File: src/rtl/ysyx_23060240_idu_pipe.sv
// ---------------------------------------------------------------------------
// ysyx_23060240_idu_pipe
//   Registered RV32I / RV32E decode stage between the IFU and the EXU.
//   One instruction register with valid/ready handshakes on both sides.
//   ebreak and illegal encodings are passed downstream, and the stage then
//   stops until reset.
//
// Ports
//   clk, rst                    clock (rising edge), synchronous active-high reset
//   in_valid / in_ready         upstream handshake; transfer when both are high
//   in_inst, in_pc              instruction word and its address
//   flush                       drop the held instruction (redirect)
//   out_valid / out_ready       downstream handshake
//   out_pc, out_imm             registered pc, sign-extended immediate
//   out_rs1, out_rs2, out_rd    register index fields
//   out_alu_func                0 ADD 1 SUB 2 SLL 3 SLT 4 SLTU 5 XOR 6 SRL 7 SRA 8 OR 9 AND 10 PASSB
//   out_alu_a_sel, out_alu_b_sel  operand A: rs1/pc, operand B: rs2/imm
//   out_w_en                    rd write enable (0 for x0)
//   out_cls                     0 ALU 1 LOAD 2 STORE 3 BRANCH 4 JUMP 5 SYS/NOP
//   halt, halt_code             stage stopped; 0 none, 1 ebreak, 2 illegal
// ---------------------------------------------------------------------------
module ysyx_23060240_idu_pipe #(
   parameter int XLEN   = 32,
   parameter int NREG   = 32,
   parameter int FUNC_W = 4
) (
   input  logic              clk,
   input  logic              rst,
   input  logic              in_valid,
   output logic              in_ready,
   input  logic [31:0]       in_inst,
   input  logic [XLEN-1:0]   in_pc,
   input  logic              flush,
   output logic              out_valid,
   input  logic              out_ready,
   output logic [XLEN-1:0]   out_pc,
   output logic [XLEN-1:0]   out_imm,
   output logic [4:0]        out_rs1,
   output logic [4:0]        out_rs2,
   output logic [4:0]        out_rd,
   output logic [FUNC_W-1:0] out_alu_func,
   output logic              out_alu_a_sel,
   output logic              out_alu_b_sel,
   output logic              out_w_en,
   output logic [2:0]        out_cls,
   output logic              halt,
   output logic [1:0]        halt_code
);

   localparam logic [6:0] OPC_LUI    = 7'h37;
   localparam logic [6:0] OPC_AUIPC  = 7'h17;
   localparam logic [6:0] OPC_JAL    = 7'h6F;
   localparam logic [6:0] OPC_JALR   = 7'h67;
   localparam logic [6:0] OPC_BRANCH = 7'h63;
   localparam logic [6:0] OPC_LOAD   = 7'h03;
   localparam logic [6:0] OPC_STORE  = 7'h23;
   localparam logic [6:0] OPC_OPIMM  = 7'h13;
   localparam logic [6:0] OPC_OP     = 7'h33;
   localparam logic [6:0] OPC_FENCE  = 7'h0F;
   localparam logic [6:0] OPC_SYSTEM = 7'h73;

   localparam logic [31:0] EBREAK = 32'h0010_0073;

   localparam logic [FUNC_W-1:0] F_ADD   = FUNC_W'(0);
   localparam logic [FUNC_W-1:0] F_SUB   = FUNC_W'(1);
   localparam logic [FUNC_W-1:0] F_SLL   = FUNC_W'(2);
   localparam logic [FUNC_W-1:0] F_SLT   = FUNC_W'(3);
   localparam logic [FUNC_W-1:0] F_SLTU  = FUNC_W'(4);
   localparam logic [FUNC_W-1:0] F_XOR   = FUNC_W'(5);
   localparam logic [FUNC_W-1:0] F_SRL   = FUNC_W'(6);
   localparam logic [FUNC_W-1:0] F_SRA   = FUNC_W'(7);
   localparam logic [FUNC_W-1:0] F_OR    = FUNC_W'(8);
   localparam logic [FUNC_W-1:0] F_AND   = FUNC_W'(9);
   localparam logic [FUNC_W-1:0] F_PASSB = FUNC_W'(10);

   localparam logic [2:0] C_ALU    = 3'd0;
   localparam logic [2:0] C_LOAD   = 3'd1;
   localparam logic [2:0] C_STORE  = 3'd2;
   localparam logic [2:0] C_BRANCH = 3'd3;
   localparam logic [2:0] C_JUMP   = 3'd4;
   localparam logic [2:0] C_SYS    = 3'd5;

   localparam logic [1:0] HC_EBREAK = 2'd1;
   localparam logic [1:0] HC_ILL    = 2'd2;

   localparam logic [1:0] S_RUN   = 2'd0;
   localparam logic [1:0] S_DRAIN = 2'd1;
   localparam logic [1:0] S_HALT  = 2'd2;

   localparam bit RVE = (NREG == 16);

   // ---- decode (combinational, from in_inst) ----
   logic [6:0] opc;
   logic [2:0] f3;
   logic [6:0] f7;
   logic [4:0] rs1_f, rs2_f, rd_f;

   assign opc   = in_inst[6:0];
   assign f3    = in_inst[14:12];
   assign f7    = in_inst[31:25];
   assign rs1_f = in_inst[19:15];
   assign rs2_f = in_inst[24:20];
   assign rd_f  = in_inst[11:7];

   logic signed [31:0] imm_i, imm_s, imm_b, imm_u, imm_j;

   assign imm_i = {{20{in_inst[31]}}, in_inst[31:20]};
   assign imm_s = {{20{in_inst[31]}}, in_inst[31:25], in_inst[11:7]};
   assign imm_b = {{19{in_inst[31]}}, in_inst[31], in_inst[7], in_inst[30:25], in_inst[11:8], 1'b0};
   assign imm_u = {in_inst[31:12], 12'b0};
   assign imm_j = {{11{in_inst[31]}}, in_inst[31], in_inst[19:12], in_inst[20], in_inst[30:21], 1'b0};

   // funct3 -> ALU op shared by OP and OP-IMM; funct7 refines SUB/SRA below
   logic [FUNC_W-1:0] arith_func;

   always_comb begin
      case (f3)
         3'd0:    arith_func = F_ADD;
         3'd1:    arith_func = F_SLL;
         3'd2:    arith_func = F_SLT;
         3'd3:    arith_func = F_SLTU;
         3'd4:    arith_func = F_XOR;
         3'd5:    arith_func = F_SRL;
         3'd6:    arith_func = F_OR;
         default: arith_func = F_AND;
      endcase
   end

   logic signed [31:0] dec_imm32;
   logic [FUNC_W-1:0]  dec_func;
   logic               dec_a, dec_b, dec_wr, dec_bad, dec_ebreak;
   logic [2:0]         dec_cls;
   logic               use_rs1, use_rs2, use_rd;

   always_comb begin
      dec_imm32  = '0;
      dec_func   = F_ADD;
      dec_a      = 1'b0;
      dec_b      = 1'b0;
      dec_wr     = 1'b0;
      dec_cls    = C_SYS;
      dec_bad    = 1'b0;
      dec_ebreak = 1'b0;
      use_rs1    = 1'b0;
      use_rs2    = 1'b0;
      use_rd     = 1'b0;
      case (opc)
         OPC_LUI: begin
            dec_imm32 = imm_u; dec_func = F_PASSB; dec_b = 1'b1;
            dec_wr = 1'b1; use_rd = 1'b1; dec_cls = C_ALU;
         end
         OPC_AUIPC: begin
            dec_imm32 = imm_u; dec_a = 1'b1; dec_b = 1'b1;
            dec_wr = 1'b1; use_rd = 1'b1; dec_cls = C_ALU;
         end
         OPC_JAL: begin
            dec_imm32 = imm_j; dec_a = 1'b1; dec_b = 1'b1;
            dec_wr = 1'b1; use_rd = 1'b1; dec_cls = C_JUMP;
         end
         OPC_JALR: begin
            dec_imm32 = imm_i; dec_a = 1'b1; dec_b = 1'b1;
            dec_wr = 1'b1; use_rs1 = 1'b1; use_rd = 1'b1; dec_cls = C_JUMP;
            dec_bad = (f3 != 3'd0);
         end
         OPC_BRANCH: begin
            dec_imm32 = imm_b; use_rs1 = 1'b1; use_rs2 = 1'b1; dec_cls = C_BRANCH;
            // EQ/NE compare by subtraction, signed and unsigned orderings by SLT/SLTU
            case (f3)
               3'd0, 3'd1: dec_func = F_SUB;
               3'd4, 3'd5: dec_func = F_SLT;
               3'd6, 3'd7: dec_func = F_SLTU;
               default:    dec_bad  = 1'b1;
            endcase
         end
         OPC_LOAD: begin
            dec_imm32 = imm_i; dec_b = 1'b1; dec_wr = 1'b1;
            use_rs1 = 1'b1; use_rd = 1'b1; dec_cls = C_LOAD;
            dec_bad = (f3 == 3'd3) || (f3 == 3'd6) || (f3 == 3'd7);
         end
         OPC_STORE: begin
            dec_imm32 = imm_s; dec_b = 1'b1;
            use_rs1 = 1'b1; use_rs2 = 1'b1; dec_cls = C_STORE;
            dec_bad = (f3 > 3'd2);
         end
         OPC_OPIMM: begin
            dec_imm32 = imm_i; dec_b = 1'b1; dec_wr = 1'b1; dec_func = arith_func;
            use_rs1 = 1'b1; use_rd = 1'b1; dec_cls = C_ALU;
            // shift-immediates carry funct7 in imm[11:5]; imm[10] selects SRAI
            if (f3 == 3'd1 && f7 != 7'h00) dec_bad = 1'b1;
            if (f3 == 3'd5) begin
               if (f7 == 7'h20)      dec_func = F_SRA;
               else if (f7 != 7'h00) dec_bad  = 1'b1;
            end
         end
         OPC_OP: begin
            dec_func = arith_func; dec_wr = 1'b1;
            use_rs1 = 1'b1; use_rs2 = 1'b1; use_rd = 1'b1; dec_cls = C_ALU;
            if (f7 == 7'h20) begin
               if (f3 == 3'd0)      dec_func = F_SUB;
               else if (f3 == 3'd5) dec_func = F_SRA;
               else                 dec_bad  = 1'b1;
            end else if (f7 != 7'h00) begin
               dec_bad = 1'b1;
            end
         end
         OPC_FENCE: begin
            dec_imm32 = imm_i;
            dec_bad   = (f3 != 3'd0);
         end
         OPC_SYSTEM: begin
            dec_imm32 = imm_i;
            if (in_inst == EBREAK) dec_ebreak = 1'b1;
            else                   dec_bad    = 1'b1;
         end
         default: dec_bad = 1'b1;
      endcase
      // RV32E: only the register fields the format actually uses are checked
      if (RVE && ((use_rs1 && rs1_f[4]) || (use_rs2 && rs2_f[4]) || (use_rd && rd_f[4])))
         dec_bad = 1'b1;
   end

   logic              trap;
   logic [1:0]        trap_code;
   logic              wen_d;
   logic [2:0]        cls_d;
   logic [XLEN-1:0]   imm_d;

   assign trap      = dec_bad || dec_ebreak;
   assign trap_code = dec_bad ? HC_ILL : HC_EBREAK;
   assign wen_d     = dec_wr && (rd_f != 5'd0) && !dec_bad;
   assign cls_d     = dec_bad ? C_SYS : dec_cls;
   assign imm_d     = XLEN'(dec_imm32);

   // ---- handshake and control FSM ----
   logic [1:0] state_q, state_d;
   logic       vld_q, vld_d;
   logic       halt_q, halt_d;
   logic [1:0] code_q, code_d;
   logic [1:0] pend_q, pend_d;   // halt code of the trapping instruction being drained
   logic       accept, drain;

   assign in_ready = (state_q == S_RUN) && (!vld_q || out_ready) && !flush;
   assign accept   = in_valid && in_ready;
   assign drain    = vld_q && out_ready;

   always_comb begin
      state_d = state_q;
      vld_d   = vld_q;
      halt_d  = halt_q;
      code_d  = code_q;
      pend_d  = pend_q;
      if (state_q != S_HALT) begin
         // flush wins over a trap drain: the instruction still leaves, but no halt
         if (flush) begin
            vld_d   = 1'b0;
            state_d = S_RUN;
            pend_d  = 2'd0;
         end else if (accept) begin
            vld_d = 1'b1;
            if (trap) begin
               state_d = S_DRAIN;
               pend_d  = trap_code;
            end
         end else if (drain) begin
            vld_d = 1'b0;
            if (state_q == S_DRAIN) begin
               state_d = S_HALT;
               halt_d  = 1'b1;
               code_d  = pend_q;
            end
         end
      end
   end

   always_ff @(posedge clk) begin
      if (rst) begin
         state_q <= S_RUN;
         vld_q   <= 1'b0;
         halt_q  <= 1'b0;
         code_q  <= 2'd0;
         pend_q  <= 2'd0;
      end else begin
         state_q <= state_d;
         vld_q   <= vld_d;
         halt_q  <= halt_d;
         code_q  <= code_d;
         pend_q  <= pend_d;
      end
   end

   // ---- output register stage ----
   logic [XLEN-1:0]   pc_q, imm_q;
   logic [4:0]        rs1_q, rs2_q, rd_q;
   logic [FUNC_W-1:0] func_q;
   logic              asel_q, bsel_q, wen_q;
   logic [2:0]        cls_q;

   always_ff @(posedge clk) begin
      if (rst) begin
         pc_q   <= '0;
         imm_q  <= '0;
         rs1_q  <= '0;
         rs2_q  <= '0;
         rd_q   <= '0;
         func_q <= '0;
         asel_q <= 1'b0;
         bsel_q <= 1'b0;
         wen_q  <= 1'b0;
         cls_q  <= '0;
      end else if (accept) begin
         pc_q   <= in_pc;
         imm_q  <= imm_d;
         rs1_q  <= rs1_f;
         rs2_q  <= rs2_f;
         rd_q   <= rd_f;
         func_q <= dec_func;
         asel_q <= dec_a;
         bsel_q <= dec_b;
         wen_q  <= wen_d;
         cls_q  <= cls_d;
      end
   end

   assign out_valid     = vld_q;
   assign out_pc        = pc_q;
   assign out_imm       = imm_q;
   assign out_rs1       = rs1_q;
   assign out_rs2       = rs2_q;
   assign out_rd        = rd_q;
   assign out_alu_func  = func_q;
   assign out_alu_a_sel = asel_q;
   assign out_alu_b_sel = bsel_q;
   assign out_w_en      = wen_q;
   assign out_cls       = cls_q;
   assign halt          = halt_q;
   assign halt_code     = code_q;

endmodule
File: config.mk
export PLATFORM = sky130hd
export DESIGN_NAME = ysyx_23060240_idu_pipe
export DESIGN_NICKNAME = d
export VERILOG_FILES = /design/src/rtl/ysyx_23060240_idu_pipe.sv
export SDC_FILE = /design/constraint.sdc
export NUM_CORES = 1
export LEC_CHECK = 0
export BUFFER_PORTS_ARGS = -buffer_cell sky130_fd_sc_hd__buf_4
export CAP_MARGIN = 0
export CORE_ASPECT_RATIO = 0.5
export CORE_UTILIZATION = 52
export CTS_CLUSTER_SIZE = 10
export DETAILED_ROUTE_END_ITERATION = 8
export HOLD_SLACK_MARGIN = 0.08
export PLACE_DENSITY_LB_ADDON = 0.3
export SLEW_MARGIN = 40
export SYNTH_ARGS = -nofsm -noshare
export SYNTH_HDL_FRONTEND = slang
export SYNTH_SLANG_ARGS = --single-unit
File: constraint.sdc
create_clock -name clk -period 4.3 [get_ports clk]
set_clock_uncertainty 0.2 [all_clocks]
set_input_delay 0.86 -clock clk [delete_from_list [all_inputs] [get_ports clk]]
set_output_delay 0.86 -clock clk [all_outputs]
set_load 0.05 [all_outputs]
==> results by group <==
Routing
  • Number of detailed-route iterations in the first pass: 5
  • ANT nets after route: 0
  • DRC Markers: 0
  • Post-Route WL: about 13,000 microns
  • Vias: between 4,000 and 5,000
  • Via/cell ratio: 5.640
  • Initial DRC count: between 400 and 500
  • Wire per inst: 15.93 microns

Clock tree
  • Hold-fix buffers at CTS: 0
  • CTS root buffer: clkbuf_16
  • # Post-CTS Setup Buffers: 0
  • H-tree depth: 3
  • Clock Path Buffers: 2
  • Num CTS Buffers: 9
  • Post-CTS Resized: 0
  • CTS clk-pin slew, worst paths: ~60 ps
  • Clock net sink count: 97
  • Clk_lat worst skew: between 300 and 400 ps
  • CTS tree: yes

Timing
  • Final Hold Slack: 245.7 ps
  • Final hold vios: 0
  • Worst-Margin Slew: between 700 and 800 ps
  • Final Cycle Share: 0.6567
  • Minimum clock period: around 2800 ps
  • Worst slew margin: 0.4984
  • Setup TNS Final: 0 ps
  • RSZ-0062 raised after global routing: no
  • Fmax: between 0.3 and 0.4 GHz
  • Max Slew Vio Count: 0
  • Finish-stage setup viols: 0

Die
  • Core area: around 0.0076 sq mm
  • Initial Util: 0.5536
  • Die X: about 130 microns
  • Die Y: between 60 and 70 microns
  • IO Pins: approximately 160
  • Row count: 22
  • Die ar.: 0.008443 sq mm

Setup path
  • CP Cell Sequence: buf_4 > nor4_1 > nand2_1 > or4_1 > a22o_1 > nor3_2 > a21oi_1
  • Worst-case reg-to-reg path depth: 6
  • Crit path max fanout: 5
  • Setup slack, reg-to-reg: 1850 ps
  • Reg2reg end: out_alu_a_sel$_SDFFE_PP0P_
  • Worst reg2reg path startpoint: state_q[0]$_SDFFE_PP0P_
  • Req. time, crit path: ~4300 ps
  • CP Class: input pin to flip-flop
  • Crit. End Element: flip-flop
  • CP peak stage delay: about 560 ps
  • CP max stage cell: or4_1
  • Startpoint types: input pin
  • Critical path arrival: between 2000 and 3000 ps

Synth
  • Post-synth EDFFs: 0
  • Count of cell types in the netlist: 54
  • Ys flop type: dfxtp_1
  • Avg Inst Size Synth: about 7.6 sq um
  • Yosys top cell by area: dfxtp_1
  • Top cells by area, synth: dfxtp_1 (46%), nand2_1 (13%), a21oi_1 (11%)
  • Cell Area, Synth: 0.004190 sq mm
  • Most frequent cell after synthesis: nand2_1
  • Ys async rst share: 0
  • Syn_nets: just over 600
  • Register bit total from synthesis: 97
  • Post-synth top area share: 0.4634
  • Post-Synthesis Cells: ~550
  • YS warnings: 0
  • Seq/Total Area, Yosys: 0.4634
  • Top post-synthesis cells by count: nand2_1 (146), dfxtp_1 (97), a21oi_1 (95)

Final layout
  • ANT cells: 0
  • Syn-to-layout area delta: 36.67%
  • Util after Layout: 0.7565
  • Design Area, Final: about 0.0057 sq mm
  • Share of layout cells above drive strength 1: 0.2727
  • Fin nets: between 700 and 800

Global routing
  • Via count of the first global-routing pass: approximately 4,100
  • Largest net degree at the start of global routing: 67
  • First-pass GRT wire length: 19,670 microns
  • GRT met1 Usage: 0.3841
  • GR Layer Usage met3: 0.09283
  • GR Util All Layers: 0.3043
  • Grt met2 use: 0.5014
  • Grt peak-use layer: met2
  • GRT overflow: 0
  • Initial antenna violation count: 0

Placement
  • Placed cell area: 0.005408 sq mm
  • GP Congestion: 0.9445
  • Port Buffer Count: around 160
  • Detailed placement HPWL: roughly 9000 microns

Power and ir drop
  • Cell Pwr Density: 376.5 mW/mm^2
  • Cell internal pwr: 1.568 mW
  • Net Switching: around 600 uW
  • Leakage power: 2.345 nW
  • Clock power share: 0.398
  • Switching share of power: 0.2729
  • Maximum VDD drop: between 0.2 and 0.3 mV
  • Comb pwr share: 0.164
  • Tot Pwr: roughly 2.2 mW
  • Seq pwr share: 0.438

Flow run
  • Total of max-cap violations: 0

Min path
  • Hold_sp: out_imm[17]$_SDFFE_PP0P_
  • Hold EP: out_imm[17]$_SDFFE_PP0P_
  • HP Class: flip-flop to flip-flop
  • WHS Path Cells: 2

Outcome
  • Status: completed
[critical path, delay by kind of cell]
family / cells / cell delay (ps)
buf+inv: 1 / 140
simple gates: 4 / 1430
compound gates: 2 / 400
[logic make-up after synthesis]
group,after synthesis,share of synthesized area
compound gates,174,0.2419
simple gates,231,0.2404
mux,2,0.004778
flops,97,0.4634
xor+xnor,1,0.002091
buf+inv,49,0.04748
[flip-flops by register name, summed over array words and instances (netlist names)]
signal and cells:
halt 1, halt_code 2, out_alu_a_sel 1, out_alu_b_sel 1, out_alu_func 4, out_cls 3, out_imm 32, out_pc 32
out_rd 5, out_rs1 5, out_rs2 5, out_valid 1, out_w_en 1, pend_q 2, state_q 2
[cell type report]
cell class	count	area [sq um]
flip-flops and latches	97	1942
well taps	108	135.1
multi-input cells	408	2058
clock buffers	11	242.7
clock inverters	4	76.32
inverters	7	26.28
fillers	598	1843
repair buffers	166	1246
[stage by stage]
| stage | instances | setup slack (ps) |
|---|---|---|
| finish | 801 | 1476 |
| global route | 801 | 1342 |
| CTS | 801 | 1530 |
| detailed placement | 786 | 1247 |
| global placement | 786 | 1319 |
| floorplan | 554 | 1499 |
[worst max-delay path by stage]
stage                      from                          to  slack [ps]  cells past startpoint
floorplan                 flush     out_pc[10]$_SDFFE_PP0P_        1500                      9
global placement          flush  out_alu_a_sel$_SDFFE_PP0P_        1320                      7
detailed placement  in_inst[23]     state_q[0]$_SDFFE_PP0P_        1250                      7
CTS                 in_inst[23]     state_q[0]$_SDFFE_PP0P_        1530                      7
global route        in_inst[23]     state_q[0]$_SDFFE_PP0P_        1340                      7
finish              in_inst[23]     out_cls[0]$_SDFFE_PP0P_        1480                      7
[routing by layer]
metal	share of wire	routed length [microns]
met2	0.47	5956
met3	0.088	1117
met5	0	0
met1	0.43	5475
met4	0.016	209
[cells in the final DEF (no fill, tap or decap), types with 2 or more instances in the layout]
cell and instances:
nor2b_1 3, a211oi_1 2, o2111ai_1 2, nor2_1 35, nor4_1 6, dfxtp_1 97, buf_4 166, a21oi_1 95
a2111oi_0 2, nor3_1 3, and2_1 2, nand3_1 12, and3_1 2, clkbuf_16 9, bufinv_16 2, or3_1 2
inv_1 7, o211ai_1 3, a31oi_1 2, nand3b_1 3, mux2i_1 2, nand2b_1 6, a221oi_1 5, o21ai_1 20
nor3_2 2, a32o_1 2, o21ai_0 22, o22ai_1 2, a21o_1 2, nand2_1 145
[power groups by stage]
| stage | sequential, mW | combinational (mW) | clock (mW) |
|---|---|---|---|
| after floorplan | 1.06 | 0.122 | 0 |
| after global placement | 0.962 | 0.348 | 0 |
| after detailed placement | 0.963 | 0.351 | 0 |
| after CTS | 0.944 | 0.353 | 0.865 |
| after global routing | 0.947 | 0.376 | 0.903 |
| final | 0.944 | 0.355 | 0.858 |
Note: power is estimated with default switching activity, not from simulation.
